File: src/rtl/mem_wb_stage.sv
// mem_wb_stage: memory-access stage between the EX/MEM register and write-back.
// Issues loads/stores over a req/ack handshake to a variable-latency memory,
// stalls upstream while an access is outstanding, resolves taken branches and
// records memory timeouts in a sticky error flag.
module mem_wb_stage #(
  parameter int unsigned TIMEOUT_CYC = 255
) (
  input  logic        clk,
  input  logic        reset,
  input  logic [63:0] PC_in,
  input  logic [63:0] aluResult_in,
  input  logic [63:0] data2_in,
  input  logic [4:0]  rd_in,
  input  logic        Branch_in,
  input  logic        MemRead_in,
  input  logic        MemtoReg_in,
  input  logic        MemWrite_in,
  input  logic        RegWrite_in,
  input  logic        zero_in,
  output logic        mem_req,
  output logic        mem_we,
  output logic [63:0] mem_addr,
  output logic [63:0] mem_wdata,
  input  logic        mem_ack,
  input  logic [63:0] mem_rdata,
  output logic        stall,
  output logic        PCSrc,
  output logic [63:0] branch_target,
  output logic [63:0] readData_out,
  output logic [63:0] aluResult_out,
  output logic [4:0]  rd_out,
  output logic        MemtoReg_out,
  output logic        RegWrite_out,
  output logic        mem_err
);

  typedef enum logic {IDLE, REQ} state_t;

  // Last REQ cycle index; the counter saturates here and never wraps.
  localparam logic [7:0] TO_LAST = 8'(TIMEOUT_CYC - 1);

  state_t      state_q;
  logic [7:0]  cnt_q;
  logic [63:0] addr_q;
  logic [63:0] wdata_q;
  logic [4:0]  rd_q;
  logic        memtoreg_q;
  logic        regwrite_q;
  logic        is_write_q;

  logic [63:0] readData_q;
  logic [63:0] aluResult_q;
  logic [4:0]  rdout_q;
  logic        memtoregout_q;
  logic        regwriteout_q;
  logic        err_q;

  logic mem_op;
  logic timeout;

  assign mem_op  = MemRead_in | MemWrite_in;
  assign timeout = (state_q == REQ) && (cnt_q == TO_LAST);

  // Handshake, stall and branch resolution derived from the current state.
  always_comb begin
    mem_req       = (state_q == REQ);
    mem_we        = (state_q == REQ) & is_write_q;
    mem_addr      = addr_q;
    mem_wdata     = wdata_q;
    branch_target = PC_in;
    PCSrc         = Branch_in & zero_in & (state_q == IDLE);
    // Upstream must not be frozen while reset is asserted.
    if (reset)
      stall = 1'b0;
    else if (state_q == IDLE)
      stall = mem_op;
    else
      stall = ~mem_ack & ~timeout;
  end

  assign readData_out  = readData_q;
  assign aluResult_out = aluResult_q;
  assign rd_out        = rdout_q;
  assign MemtoReg_out  = memtoregout_q;
  assign RegWrite_out  = regwriteout_q;
  assign mem_err       = err_q;

  // Access FSM, hold registers and MEM/WB output register.
  always_ff @(posedge clk) begin
    if (reset) begin
      state_q       <= IDLE;
      cnt_q         <= '0;
      readData_q    <= '0;
      aluResult_q   <= '0;
      rdout_q       <= '0;
      memtoregout_q <= 1'b0;
      regwriteout_q <= 1'b0;
      err_q         <= 1'b0;
    end else begin
      case (state_q)
        IDLE: begin
          if (mem_op) begin
            addr_q        <= aluResult_in;
            wdata_q       <= data2_in;
            rd_q          <= rd_in;
            memtoreg_q    <= MemtoReg_in;
            regwrite_q    <= RegWrite_in;
            is_write_q    <= MemWrite_in;
            cnt_q         <= '0;
            state_q       <= REQ;
            readData_q    <= '0;
            aluResult_q   <= '0;
            rdout_q       <= '0;
            memtoregout_q <= 1'b0;
            regwriteout_q <= 1'b0;
          end else begin
            readData_q    <= '0;
            aluResult_q   <= aluResult_in;
            rdout_q       <= rd_in;
            memtoregout_q <= MemtoReg_in;
            regwriteout_q <= RegWrite_in;
          end
        end
        REQ: begin
          if (mem_ack) begin
            readData_q    <= is_write_q ? 64'd0 : mem_rdata;
            aluResult_q   <= addr_q;
            rdout_q       <= rd_q;
            memtoregout_q <= memtoreg_q;
            regwriteout_q <= regwrite_q;
            state_q       <= IDLE;
          end else if (timeout) begin
            err_q         <= 1'b1;
            readData_q    <= '0;
            aluResult_q   <= '0;
            rdout_q       <= '0;
            memtoregout_q <= 1'b0;
            regwriteout_q <= 1'b0;
            state_q       <= IDLE;
          end else begin
            cnt_q <= cnt_q + 8'd1;
          end
        end
        default: state_q <= IDLE;
      endcase
    end
  end

endmodule

File: config.mk
export PLATFORM = sky130hd
export DESIGN_NAME = mem_wb_stage
export DESIGN_NICKNAME = d
export VERILOG_FILES = /design/src/rtl/mem_wb_stage.sv
export SDC_FILE = /design/constraint.sdc
export NUM_CORES = 1
export LEC_CHECK = 0
export ABC_CLOCK_PERIOD_IN_PS = 31000
export BUFFER_PORTS_ARGS = -buffer_cell sky130_fd_sc_hd__buf_4
export CAP_MARGIN = 25
export CORE_AREA = 2 2 235 237
export DETAILED_ROUTE_END_ITERATION = 12
export DIE_AREA = 0 0 237 239
export SYNTH_ARGS = -nofsm -noshare
export SYNTH_HDL_FRONTEND = slang
export SYNTH_SLANG_ARGS = --single-unit
export TNS_END_PERCENT = 50
File: constraint.sdc
create_clock -name clk -period 31 [get_ports clk]
set_input_delay 1.55 -clock clk [delete_from_list [all_inputs] [get_ports clk]]
set_output_delay 1.55 -clock clk [all_outputs]
set_load 0.1 [all_outputs]
==> run_summary.xml <==
<?xml version="1.0" encoding="UTF-8"?>
<metrics>
  <group name="status">
    <metric name="status" unit="">complete, no violations</metric>
  </group>
  <group name="sta">
    <metric name="setup_tns" unit="ns">0</metric>
    <metric name="post-route-period-util" unit="%">15.9</metric>
    <metric name="final_critical_period" unit="ns">4.92</metric>
    <metric name="hold_violations" unit="">0</metric>
    <metric name="finalSetupViolCount" unit="">0</metric>
    <metric name="slew_headroom" unit="%">35.3</metric>
    <metric name="achievable-frequency" unit="MHz">203</metric>
    <metric name="worst_slew_pin_slew" unit="ns">0.970</metric>
    <metric name="finalMaxSlewViolations" unit="">0</metric>
    <metric name="clock_skew" unit="ns">0.0244</metric>
    <metric name="rsz_0062_raised_after_global_routing" unit="">no</metric>
  </group>
  <group name="final_layout">
    <metric name="layout.area.seq" unit="mm2">0.00699</metric>
    <metric name="fill_cells" unit="">5639</metric>
    <metric name="ratio_of_cells_with_drive_above_1_in_the_final_layout" unit="%">46.4</metric>
    <metric name="fin_area" unit="mm2">0.0146</metric>
    <metric name="utilization" unit="%">26.8</metric>
    <metric name="synthToLayoutAreaGrowth" unit="%">49.0</metric>
    <metric name="multi_input_gate_area" unit="mm2">0.00209</metric>
    <metric name="design.final.nets" unit="">1395</metric>
    <metric name="n_antenna_cell" unit="">0</metric>
  </group>
  <group name="die">
    <metric name="fp.dieArea" unit="mm2">0.0566</metric>
    <metric name="die_width" unit="um">237</metric>
    <metric name="floorplan.initialDensity" unit="%">18.0</metric>
    <metric name="design.core.area" unit="mm2">0.0543</metric>
    <metric name="die_y" unit="um">239</metric>
    <metric name="pin_count" unit="">602</metric>
    <metric name="rows" unit="">86</metric>
  </group>
  <group name="global_route">
    <metric name="antenna_violations_before_repair" unit="">2</metric>
    <metric name="gr-usage-all-layers" unit="%">10.1</metric>
    <metric name="pin_count_of_the_biggest_net_entering_global_routing" unit="">80</metric>
    <metric name="first_pass_grt_wire_length" unit="mm">45.1</metric>
    <metric name="first_global_vias" unit="">7619</metric>
    <metric name="global_route.overflow_total" unit="">0</metric>
  </group>
  <group name="critical_path">
    <metric name="arrival" unit="ns">3.37</metric>
    <metric name="crit_path_max_fanout" unit="">72</metric>
    <metric name="crit_required" unit="ns">29.45</metric>
    <metric name="worst-r2r-setup-slack" unit="ns">27.81</metric>
    <metric name="cpMaxStageDelayCell" unit="">buf_4</metric>
    <metric name="critPathKind" unit="">input pin to primary output</metric>
    <metric name="cell_chain_of_the_critical_path" unit="">buf_4 &gt; nor3_4 &gt; buf_4 &gt; a211o_1 &gt; nor2_1 &gt; buf_4</metric>
    <metric name="kind_of_capture_point_of_the_worst_setup_path" unit="">primary output</metric>
    <metric name="startpoint_type" unit="">input pin</metric>
    <metric name="critical-path-max-stage-delay" unit="ns">0.75</metric>
    <metric name="critical_path.most_common_cell" unit="">buf_4</metric>
  </group>
  <group name="logic_synthesis">
    <metric name="ys_seq_area_share" unit="%">71.4</metric>
    <metric name="share_of_flip_flops_with_an_asynchronous_set_or_reset" unit="%">0</metric>
    <metric name="netlist_instances" unit="">728</metric>
    <metric name="net_count_after_synthesis" unit="">1000</metric>
    <metric name="synth.top_cells.by_area" unit="">edfxtp_1 42%, dfxtp_1 30%, a222oi_1 7.3%</metric>
    <metric name="netlist.area_leader.share" unit="%">41.7</metric>
    <metric name="synth_ff_type" unit="">dfxtp_1</metric>
    <metric name="mappedNetlistArea" unit="mm2">0.00979</metric>
    <metric name="number_of_enable_type_register_cells_in_the_synthesized_netlist" unit="">136</metric>
    <metric name="post_synthesis_register_bit_count" unit="">281</metric>
    <metric name="synth.lib_cells_used.distinct" unit="">40</metric>
    <metric name="yosysTopAreaCell" unit="">edfxtp_1</metric>
    <metric name="yosys_warnings" unit="">0</metric>
    <metric name="synth.avg_cell_area" unit="um2">13.4</metric>
  </group>
  <group name="clock_tree">
    <metric name="clk_pin_slew_worst_paths" unit="ns">0.06</metric>
    <metric name="clock_latency_of_the_later_clocked_register_in_the_worst_skew_pair" unit="ns">0.58</metric>
    <metric name="cts_hold_buffers_added" unit="">0</metric>
    <metric name="maximum_clock_path_buffer_count" unit="">3</metric>
    <metric name="cts_tree" unit="">yes</metric>
    <metric name="cts_resized" unit="">0</metric>
    <metric name="h-tree-depth" unit="">1</metric>
    <metric name="clock_sink_count" unit="">281</metric>
    <metric name="cts-buffers-inserted" unit="">30</metric>
    <metric name="post-cts-setup-buffers" unit="">0</metric>
    <metric name="clock_tree.root_cell" unit="">clkbuf_16</metric>
  </group>
  <group name="power_and_ir_drop">
    <metric name="internal-power" unit="mW">0.665</metric>
    <metric name="static-leakage-power" unit="nW">5.93</metric>
    <metric name="share_seq_of_total_power" unit="%">43.2</metric>
    <metric name="net-switching-power" unit="mW">0.297</metric>
    <metric name="pwr_density_cell" unit="mW/mm2">66.0</metric>
    <metric name="netSwitchingFraction" unit="%">30.8</metric>
    <metric name="combinationalPowerShare" unit="%">19.1</metric>
    <metric name="share_clk_of_total_power" unit="%">37.6</metric>
    <metric name="worst_ir_drop_vdd" unit="V">0.0000366</metric>
  </group>
  <group name="route">
    <metric name="avgViaCountPerCell" unit="">4.23</metric>
    <metric name="route.detailed.drc" unit="">0</metric>
    <metric name="iteration_0_drc_count_of_the_detailed_router" unit="">722</metric>
    <metric name="pre_repair_dr_iteration_count" unit="">10</metric>
    <metric name="routedWlPerCell" unit="um">16.9</metric>
    <metric name="antenna_left" unit="">0</metric>
    <metric name="drt-total-wl" unit="mm">31.2</metric>
    <metric name="vias" unit="">7822</metric>
  </group>
  <group name="placed_design">
    <metric name="place.gp.congestion" unit="">0.723</metric>
    <metric name="placed_cell_area" unit="mm2">0.0136</metric>
    <metric name="post_dp_hpwl" unit="mm">21.3</metric>
    <metric name="port_buffers" unit="">473</metric>
  </group>
  <group name="run">
    <metric name="max_cap_violations" unit="">0</metric>
  </group>
  <group name="min_path">
    <metric name="holdCritPathClass" unit="">register to register</metric>
  </group>
</metrics>
==> sequential cells by signal (all words and copies together) (netlist names) <==
name and flops:
mem_wdata 64, mem_req 1, RegWrite_out 1, rd_out 5, aluResult_out 64, memtoreg_q 1, rd_q 5, readData_out 64
MemtoReg_out 1, mem_err 1, is_write_q 1, cnt_q 8, regwrite_q 1, mem_addr 64
==> power groups by stage <==
stage	sequential (mW)	clock [mW]	combinational, mW
after CTS	0.416	0.375	0.185
after detailed placement	0.424	0	0.185
after global placement	0.423	0	0.184
after global routing	0.418	0.389	0.190
final	0.416	0.362	0.184
after floorplan	0.530	0	0.0649
==> critical path, delay by kind of cell <==
kind	cells	cell delay, ns
buffers and inverters	3	1.16
AOI/OAI and AO/OA	1	0.39
and+or+nand+nor	2	0.26
==> cells in the mapped netlist (2+ instances only) <==
master	n
a222oi_1	71
a21oi_1	3
ha_1	2
inv_1	2
nand4_1	2
buf_2	19
nor2_1	142
and4_1	2
clkbuf_1	32
a22oi_1	64
dfxtp_1	145
nor3_1	2
nor2b_1	3
buf_6	3
buf_4	64
edfxtp_1	136
nand3_1	9
or4_1	2
a21o_1	2
nand2_1	3
==> worst paths after layout <==
check	startpoint	end	depth (start not counted)
setup / recovery	MemWrite_in	stall	6
hold / removal	mem_err	mem_err	2
setup reg to reg	mem_req	readData_out[63]	6
hold reg to reg	mem_err	mem_err	2
==> cell families after synthesis <==
family | synth area share [%]
AOI/OAI and AO/OA | 13.3
DFF | 71.4
buffers and inverters | 7.57
muxes | 0.102
and+or+nand+nor | 7.38
adders and majority gates | 0.256
==> cells in the final DEF (no fill, tap or decap), types with 2 or more instances in the layout <==
cell type  instances
inv_1              2
nand4_1            2
a22oi_1           64
nor2b_1            2
nand3_1            9
ha_1               2
edfxtp_1         136
or4_1              2
clkinv_2           3
and4_1             2
dfxtp_1          145
buf_4            482
clkbuf_1           9
a222oi_1          71
clkbuf_8           5
a21o_1             2
a21oi_1            3
nor2_1           142
nand2_1            3
bufinv_16          3
clkbuf_16         30
inv_4              2
clkinv_1           2
==> metrics by stage <==
step	cells	hold WS (ns)	power, mW	setup WS (ns)
after detailed placement	1795	0.471	0.609	26.05
after global routing	1851	0.497	0.997	25.95
after floorplan	728	0.480	0.595	18.97
after global placement	1795	0.461	0.607	26.06
after CTS	1851	0.486	0.977	26.04
final	1851	0.478	0.962	26.08
==> layout make-up <==
cell class              instances  area share [%]
clock inverters                12            1.02
repair buffers                482            24.8
flip-flops and latches        281            47.9
multi-input cells             326            14.3
clock buffers                  44            5.85
well taps                     704            6.04
inverters                       2          0.0515
==> routing by layer <==
layer / global-route usage, % / vias to the layer above / part of all wire, %
li1: - / 3503 / -
met1: 11.6 / 3766 / 38
met2: 16.8 / 483 / 48
met3: 3.75 / 70 / 10
met4: 4.47 / 0 / 3.7
met5: 0 / - / 0
Power figures use the tool's default switching activity.
